[src/rtl/pipe_stage_reg.sv]
// Elastic pipeline register between two CPU stages: data + control payload, valid/ready
// handshake, optional 2-entry skid buffer and synchronous flush.
module pipe_stage_reg #(
    parameter int unsigned DATA_W = 165,
    parameter int unsigned CTRL_W = 3,
    parameter int unsigned SKID   = 1
) (
    input  logic              clk_i,
    input  logic              rst_ni,
    input  logic              flush_i,
    input  logic              in_valid_i,
    output logic              in_ready_o,
    input  logic [DATA_W-1:0] in_data_i,
    input  logic [CTRL_W-1:0] in_ctrl_i,
    output logic              out_valid_o,
    input  logic              out_ready_i,
    output logic [DATA_W-1:0] out_data_o,
    output logic [CTRL_W-1:0] out_ctrl_o,
    output logic [1:0]        occ_o
);

    // Encoding doubles as the occupancy count.
    typedef enum logic [1:0] {
        ST_EMPTY = 2'd0,
        ST_FULL  = 2'd1,
        ST_SKID  = 2'd2
    } state_e;

    state_e            state_q, state_d;
    logic [DATA_W-1:0] m_data_q, m_data_d;
    logic [CTRL_W-1:0] m_ctrl_q, m_ctrl_d;
    logic [DATA_W-1:0] s_data_q, s_data_d;
    logic [CTRL_W-1:0] s_ctrl_q, s_ctrl_d;
    logic              valid_q, valid_d;
    logic              rdy_q, rdy_d;
    logic              acc;
    logic              pop;

    // Skid variant takes ready from a flop; single-entry variant passes downstream ready through.
    assign in_ready_o = (SKID != 0) ? rdy_q : ((state_q == ST_EMPTY) | out_ready_i);

    assign acc = in_valid_i & in_ready_o;
    assign pop = valid_q & out_ready_i;

    // Next-state and payload steering; m_ctrl is cleared on every entry into EMPTY
    // so out_ctrl_o is zero on bubbles straight from the register.
    always_comb begin
        state_d  = state_q;
        m_data_d = m_data_q;
        m_ctrl_d = m_ctrl_q;
        s_data_d = s_data_q;
        s_ctrl_d = s_ctrl_q;

        unique case (state_q)
            ST_EMPTY: begin
                if (acc) begin
                    state_d  = ST_FULL;
                    m_data_d = in_data_i;
                    m_ctrl_d = in_ctrl_i;
                end
            end
            ST_FULL: begin
                if (acc && pop) begin
                    m_data_d = in_data_i;
                    m_ctrl_d = in_ctrl_i;
                end else if (pop) begin
                    state_d  = ST_EMPTY;
                    m_ctrl_d = '0;
                end else if (acc && (SKID != 0)) begin
                    state_d  = ST_SKID;
                    s_data_d = in_data_i;
                    s_ctrl_d = in_ctrl_i;
                end
            end
            ST_SKID: begin
                if (pop) begin
                    state_d  = ST_FULL;
                    m_data_d = s_data_q;
                    m_ctrl_d = s_ctrl_q;
                end
            end
            default: begin
                state_d  = ST_EMPTY;
                m_ctrl_d = '0;
            end
        endcase

        if (flush_i) begin
            state_d  = ST_EMPTY;
            m_ctrl_d = '0;
        end
    end

    assign valid_d = (state_d != ST_EMPTY);
    assign rdy_d   = (state_d != ST_SKID);

    always_ff @(posedge clk_i) begin
        if (!rst_ni) begin
            state_q  <= ST_EMPTY;
            m_data_q <= '0;
            m_ctrl_q <= '0;
            s_data_q <= '0;
            s_ctrl_q <= '0;
            valid_q  <= 1'b0;
            rdy_q    <= 1'b1;
        end else begin
            state_q  <= state_d;
            m_data_q <= m_data_d;
            m_ctrl_q <= m_ctrl_d;
            s_data_q <= s_data_d;
            s_ctrl_q <= s_ctrl_d;
            valid_q  <= valid_d;
            rdy_q    <= rdy_d;
        end
    end

    assign out_valid_o = valid_q;
    assign out_data_o  = m_data_q;
    assign out_ctrl_o  = m_ctrl_q;
    assign occ_o       = state_q;

endmodule

[config.mk]
export PLATFORM = sky130hd
export DESIGN_NAME = pipe_stage_reg
export DESIGN_NICKNAME = d
export VERILOG_FILES = /design/src/rtl/pipe_stage_reg.sv
export SDC_FILE = /design/constraint.sdc
export NUM_CORES = 1
export LEC_CHECK = 0
export BUFFER_PORTS_ARGS = -buffer_cell sky130_fd_sc_hd__clkbuf_2
export CAP_MARGIN = 10
export CORE_ASPECT_RATIO = 1.1
export CORE_MARGIN = 4
export CORE_UTILIZATION = 32
export CTS_CLUSTER_SIZE = 24
export DETAILED_ROUTE_END_ITERATION = 10
export PLACE_DENSITY = 0.55
export SETUP_SLACK_MARGIN = 0.15
export SLEW_MARGIN = 20
export SYNTH_ARGS = -nofsm -noshare
export SYNTH_HDL_FRONTEND = slang
export SYNTH_SLANG_ARGS = --single-unit
[constraint.sdc]
create_clock -name clk_i -period 3.13 [get_ports clk_i]
set_input_delay 0.626 -clock clk_i [delete_from_list [all_inputs] [get_ports clk_i]]
set_output_delay 0.626 -clock clk_i [all_outputs]
set_load 0.005 [all_outputs]
# Word-level counts from Yosys, hierarchy flattened
# Cells that the tools add are included.
dict set report word_totals {
  regBits 340
  output_inout_bits 172
}
dict set report op_classes {
  eq_ne 7
  n_mux 16
  bitwise_logic 5
  n_reduce_logical 8
}
# op count
set ops {}
lappend ops {{two-way mux 165 bit} 3}
lappend ops {{case mux 165 bit (3 select lines)} 1}
lappend ops {{two-way mux 2 bit} 6}
lappend ops {{two-way mux 3 bit} 4}
lappend ops {{case mux 3 bit (3 select lines)} 1}
lappend ops {{inequality test 2 bit, second input constant} 4}
lappend ops {{AND reduction 4 bit} 2}
lappend ops {{case mux 2 bit (3 select lines)} 1}
lappend ops {{inequality test 3 bit, second input constant} 1}
lappend ops {{inverter 1 bit} 3}
lappend ops {{AND reduction 3 bit} 1}
lappend ops {{nonzero test 3 bit} 1}
lappend ops {{AND 1 bit} 2}
lappend ops {{== test 2 x 1 -> 1 bit, second input constant} 1}
lappend ops {{== test 2 bit, second input constant} 1}
lappend ops {{zero test 2 bit} 1}
lappend ops {{nonzero test 2 bit} 1}
lappend ops {{OR reduction 2 bit} 1}
lappend ops {{logical AND 1 bit} 1}

# Logic depth before layout (Yosys ltp)
dict set report depth {
  word_depth 7
  depth_mapped 7
}

# Worst setup path after synthesis
# No wires, ideal clock.
dict set report synth_path {
  kind {input to register}
  startpoint {in rst_ni}
  endpoint {reg rdy_q (netlist: in_ready_o)}
  t_arrival_ns 1.550
  t_required_ns 3.011
  slack_ns 1.461
  path_stages 5
  path_buffers 2
  path_cell_list {clkbuf_1 clkbuf_1 nand2b_1 nor3_1 inv_1}
}
# element line_no
set synth_rtl {}
lappend synth_rtl {{from (decl)} 9} ;# input logic rst_ni,
lappend synth_rtl {{to (signal assigned)} 113} ;# rdy_q <= rdy_d;
lappend synth_rtl {{to (decl)} 35} ;# logic rdy_q, rdy_d;

# Worst setup path in the final report
dict set report layout_path {
  startpoint {reg state_q[1] (netlist: occ_o[1])}
  endpoint {reg m_data_q[125] (netlist: out_data_o[125])}
}
dict set report layout_via {
  elab_chain_len 3
  word_cells_on_any_way 9
}
# element line_no
set layout_rtl {}
lappend layout_rtl {{from (decl)} 29} ;# state_e state_q, state_d;
lappend layout_rtl {{from (signal assigned)} 107} ;# state_q <= state_d;
lappend layout_rtl {{== test 2 x 1 -> 1 bit, or another cell as far along} 54} ;# unique case (state_q)
lappend layout_rtl {{inequality test 2 bit (no line) or nonzero test 3 bit (tied branches)} --}
lappend layout_rtl {{AND reduction 4 bit (no line)} --}
lappend layout_rtl {{to (signal assigned)} 108} ;# m_data_q <= m_data_d;
lappend layout_rtl {{to (decl)} 30} ;# logic [DATA_W-1:0] m_data_q, m_data_d;
# Several ways; a longest one is shown, not always the timed one.
# A chain may end at the register's enable or synchronous reset.

==> summary.md <==
| Metric | Value |
|---|---|
| Gp weighted congestion | 0.7261 |
| Ports | 345 |
| Hold_buf cts | 0 |
| TritonCTS Buffers | 39 |
| Largest net degree at the start of global routing | 161 |
| CTS clk-pin slew, worst paths | 0.06 ns |
| Delay-heaviest family, CP | flip-flops |
| Fin crit share | 71.76% |
| Max-Cap Viols | 0 |
| Top FF cell, synth | dfxtp_1 |
| Root Buffer Master | clkbuf_16 |
| Critical path data arrival time | 2.67 ns |
| Remaining antenna violation count | 0 |
| Vias per Instance | 4.805 |
| Die width | 209.1 um |
| Unique masters post-synth | 31 |
| Worst-Skew Late Latency | 0.54 ns |
| Vias | 11.44k |
| Area Growth Syn to Fin | 22.96% |
| Tightest Pin Transition | 0.7909 ns |
| EDFF count, synth | 0 |
| Rows | 80 |
| Hold WC Path Type | in2reg |
| Crit path cell chain | nand4b_1, o221ai_4, buf_12, nand2_1, o211a_1 |
| PwrDens | 584.0 nW/um^2 |
| RSZ-0062 raised after global routing | no |
| Total Routing Usage GR | 15.72% |
| Placed inst area | 16290 sq um |
| Commonest non-fill, non-tap cell in the layout | nand2_1 |
| Status | complete, no violations |
| Asr flop ratio synth | 0% |
| Final slew viol count | 0 |
| Die area | 47940 sq um |
| IO buf count | 344 |
| Maximum clock rate | 445.2 MHz |
| Worst Path Required | 3.56 ns |
| Crit end category | register |
| Dpl hpwl | 25.23 mm |
| Setup bufs post-CTS | 0 |
| Setup TNS | 0 ns |
| Highest-count cells in the layout ignoring fill and taps | nand2_1 (504), clkbuf_2 (343), dfxtp_1 (340) |
| Leak pwr | 9.519 nW |
| Seq cells post-synth | 340 |
| CP Depth | 5 |
| Worst path bufs/invs | 1 |
| GR Overflow Total | 0 |
| CP Max Fanout | 160 |
| DRT iter0 DRCs | 596 |
| Skew final | 0.009592 ns |
| Max-slew headroom | 47.27% |
| Fin nets | 1954 |
| Slowest CP cell | dfxtp_1 |
| Worst Setup Path Type | reg2reg |
| Antenna violations before repair | 7 |
| CTS tree | built |
| Top cell type's share of synthesized area | 47.80% |
| CP peak stage delay | 0.72 ns |
| Vias in the first global route | 10.89k |
| Final setup fails | 0 |
| Final hold viol count | 0 |
| Synthesized instance count | 1511 |
| Core ar. | 43640 sq um |
| Synth top area cells | dfxtp_1 (48%), nand2_1 (13%), mux2i_1 (12%) |
| Hold Path Cell Cnt | 3 |
| DRC viols | 0 |
| Global-route wire length before repair | 61.58 mm |
| Yosys top cell by area | dfxtp_1 |
| R2R depth | 5 |
| Setup crit start kind | register |
| Sequential area share after synthesis | 47.80% |
| Area of the mapped netlist | 14240 sq um |
| CTS Buffer Depth | 3 |
| Mean Syn Cell Area | 9.423 sq um |
| Peak supply drop | 0.0003288 V |
| Tmin final | 2.246 ns |
| H-tree levels | 2 |
| DRT Wirelength | 39.26 mm |
| Post-CTS sizing | 0 |
| Syn_nets | 1684 |
| Fin area | 17510 sq um |
| # clock sinks | 340 |
| Tot Pwr | 10.23 mW |
| DR WL/cell | 16.49 um |
| Initial Util | 32.63% |
| Die H | 229.2 um |
| Initial DRT Pass Iterations | 5 |
| Share of cells above drive strength 1 | 23.05% |
| Synth Warn # | 0 |
-- synth_stat cells (2+ instances only) --
cell type    n
clkbuf_1    53
mux2i_1    168
nand2b_1     2
nor2_1       4
nand2_1    504
a21o_1       2
o22ai_1      4
a22oi_1      3
buf_4       37
buf_1        2
buf_2       37
a21boi_1    43
a21oi_1      2
dfxtp_1    340
nand3_1      4
a21boi_0   126
buf_6        2
o211a_1    165
-- area by class of cell --
class | count | area (sq um)
Fill cell | 4403 | 26130
Tap cell | 574 | 718.2
Sequential cell | 340 | 6807
Timing Repair Buffer | 360 | 2002
Multi-Input combinational cell | 1039 | 6756
Antenna cell | 1 | 2.502
Clock inverter | 3 | 43.79
Clock buffer | 62 | 1175
Inverter | 1 | 3.754
-- stage by stage --
| stage | setup WS, ns | utilization [%] | std cells | hold WS [ns] |
|---|---|---|---|---|
| after floorplan | 1.461 | - | 1511 | 0.4344 |
| after global routing | 0.7298 | 40.12 | 2380 | 0.3040 |
| after CTS | 0.8802 | 40.11 | 2379 | 0.2742 |
| after global placement | 0.8928 | 37.32 | 2314 | 0.4390 |
| after detailed placement | 0.8336 | 37.32 | 2314 | 0.4440 |
| final | 0.8839 | 40.12 | 2380 | 0.3230 |
-- tightest hold or removal path, cell delays in order --
cell      delay [ns]
clkbuf_2        0.09
nand2_1         0.05
a21boi_1        0.05
-- logic make-up (layout without fill, tap and decap cells) --
kind of cell / Yosys count / count (layout) / synth area share, %
AO/OA/AOI/OAI: 348 / 348 / 21.32
XOR/XNOR: 1 / 1 / 0.06152
buffers and inverters: 132 / 426 / 4.886
flip-flops: 340 / 340 / 47.80
multiplexers: 168 / 168 / 11.81
other: 0 / 1 / 0
AND/OR/NAND/NOR: 522 / 522 / 14.12
-- state kept, by name, indices dropped and copies added (netlist names) --
name         flops
in_ready_o       1
occ_o            2
out_ctrl_o       3
out_data_o     165
out_valid_o      1
s_ctrl_q         3
s_data_q       165
-- metal layers --
layer | track usage, % | routed length (um) | up-vias | part of all wire [%]
li1 | - | - | 5717 | -
met1 | 19.68 | 17030 | 5370 | 43
met2 | 25.30 | 18080 | 282 | 46
met3 | 5.953 | 3311 | 56 | 8.4
met4 | 4.691 | 760 | 10 | 1.9
met5 | 0 | 74 | - | 0.19
-- power by group --
part	switching, mW	internal [mW]	total, mW
Clock	1.76	2.64	4.40
Combinational	0.579	0.517	1.10
Sequential	0.149	4.58	4.73
Total	2.49	7.74	10.2
-- final timing paths --
path                                                start                            to  slack [ns]
worst max-delay path                  occ_o[1]$_SDFF_PN0_  out_data_o[125]$_SDFFE_PN0P_        0.88
worst max register to register        occ_o[1]$_SDFF_PN0_  out_data_o[125]$_SDFFE_PN0P_        0.88
worst min-delay path                       in_data_i[144]    s_data_q[144]$_SDFFE_PN0P_        0.32
worst min register to register  s_data_q[44]$_SDFFE_PN0P_     s_data_q[44]$_SDFFE_PN0P_        0.45
Note: power is estimated with default switching activity, not from simulation.
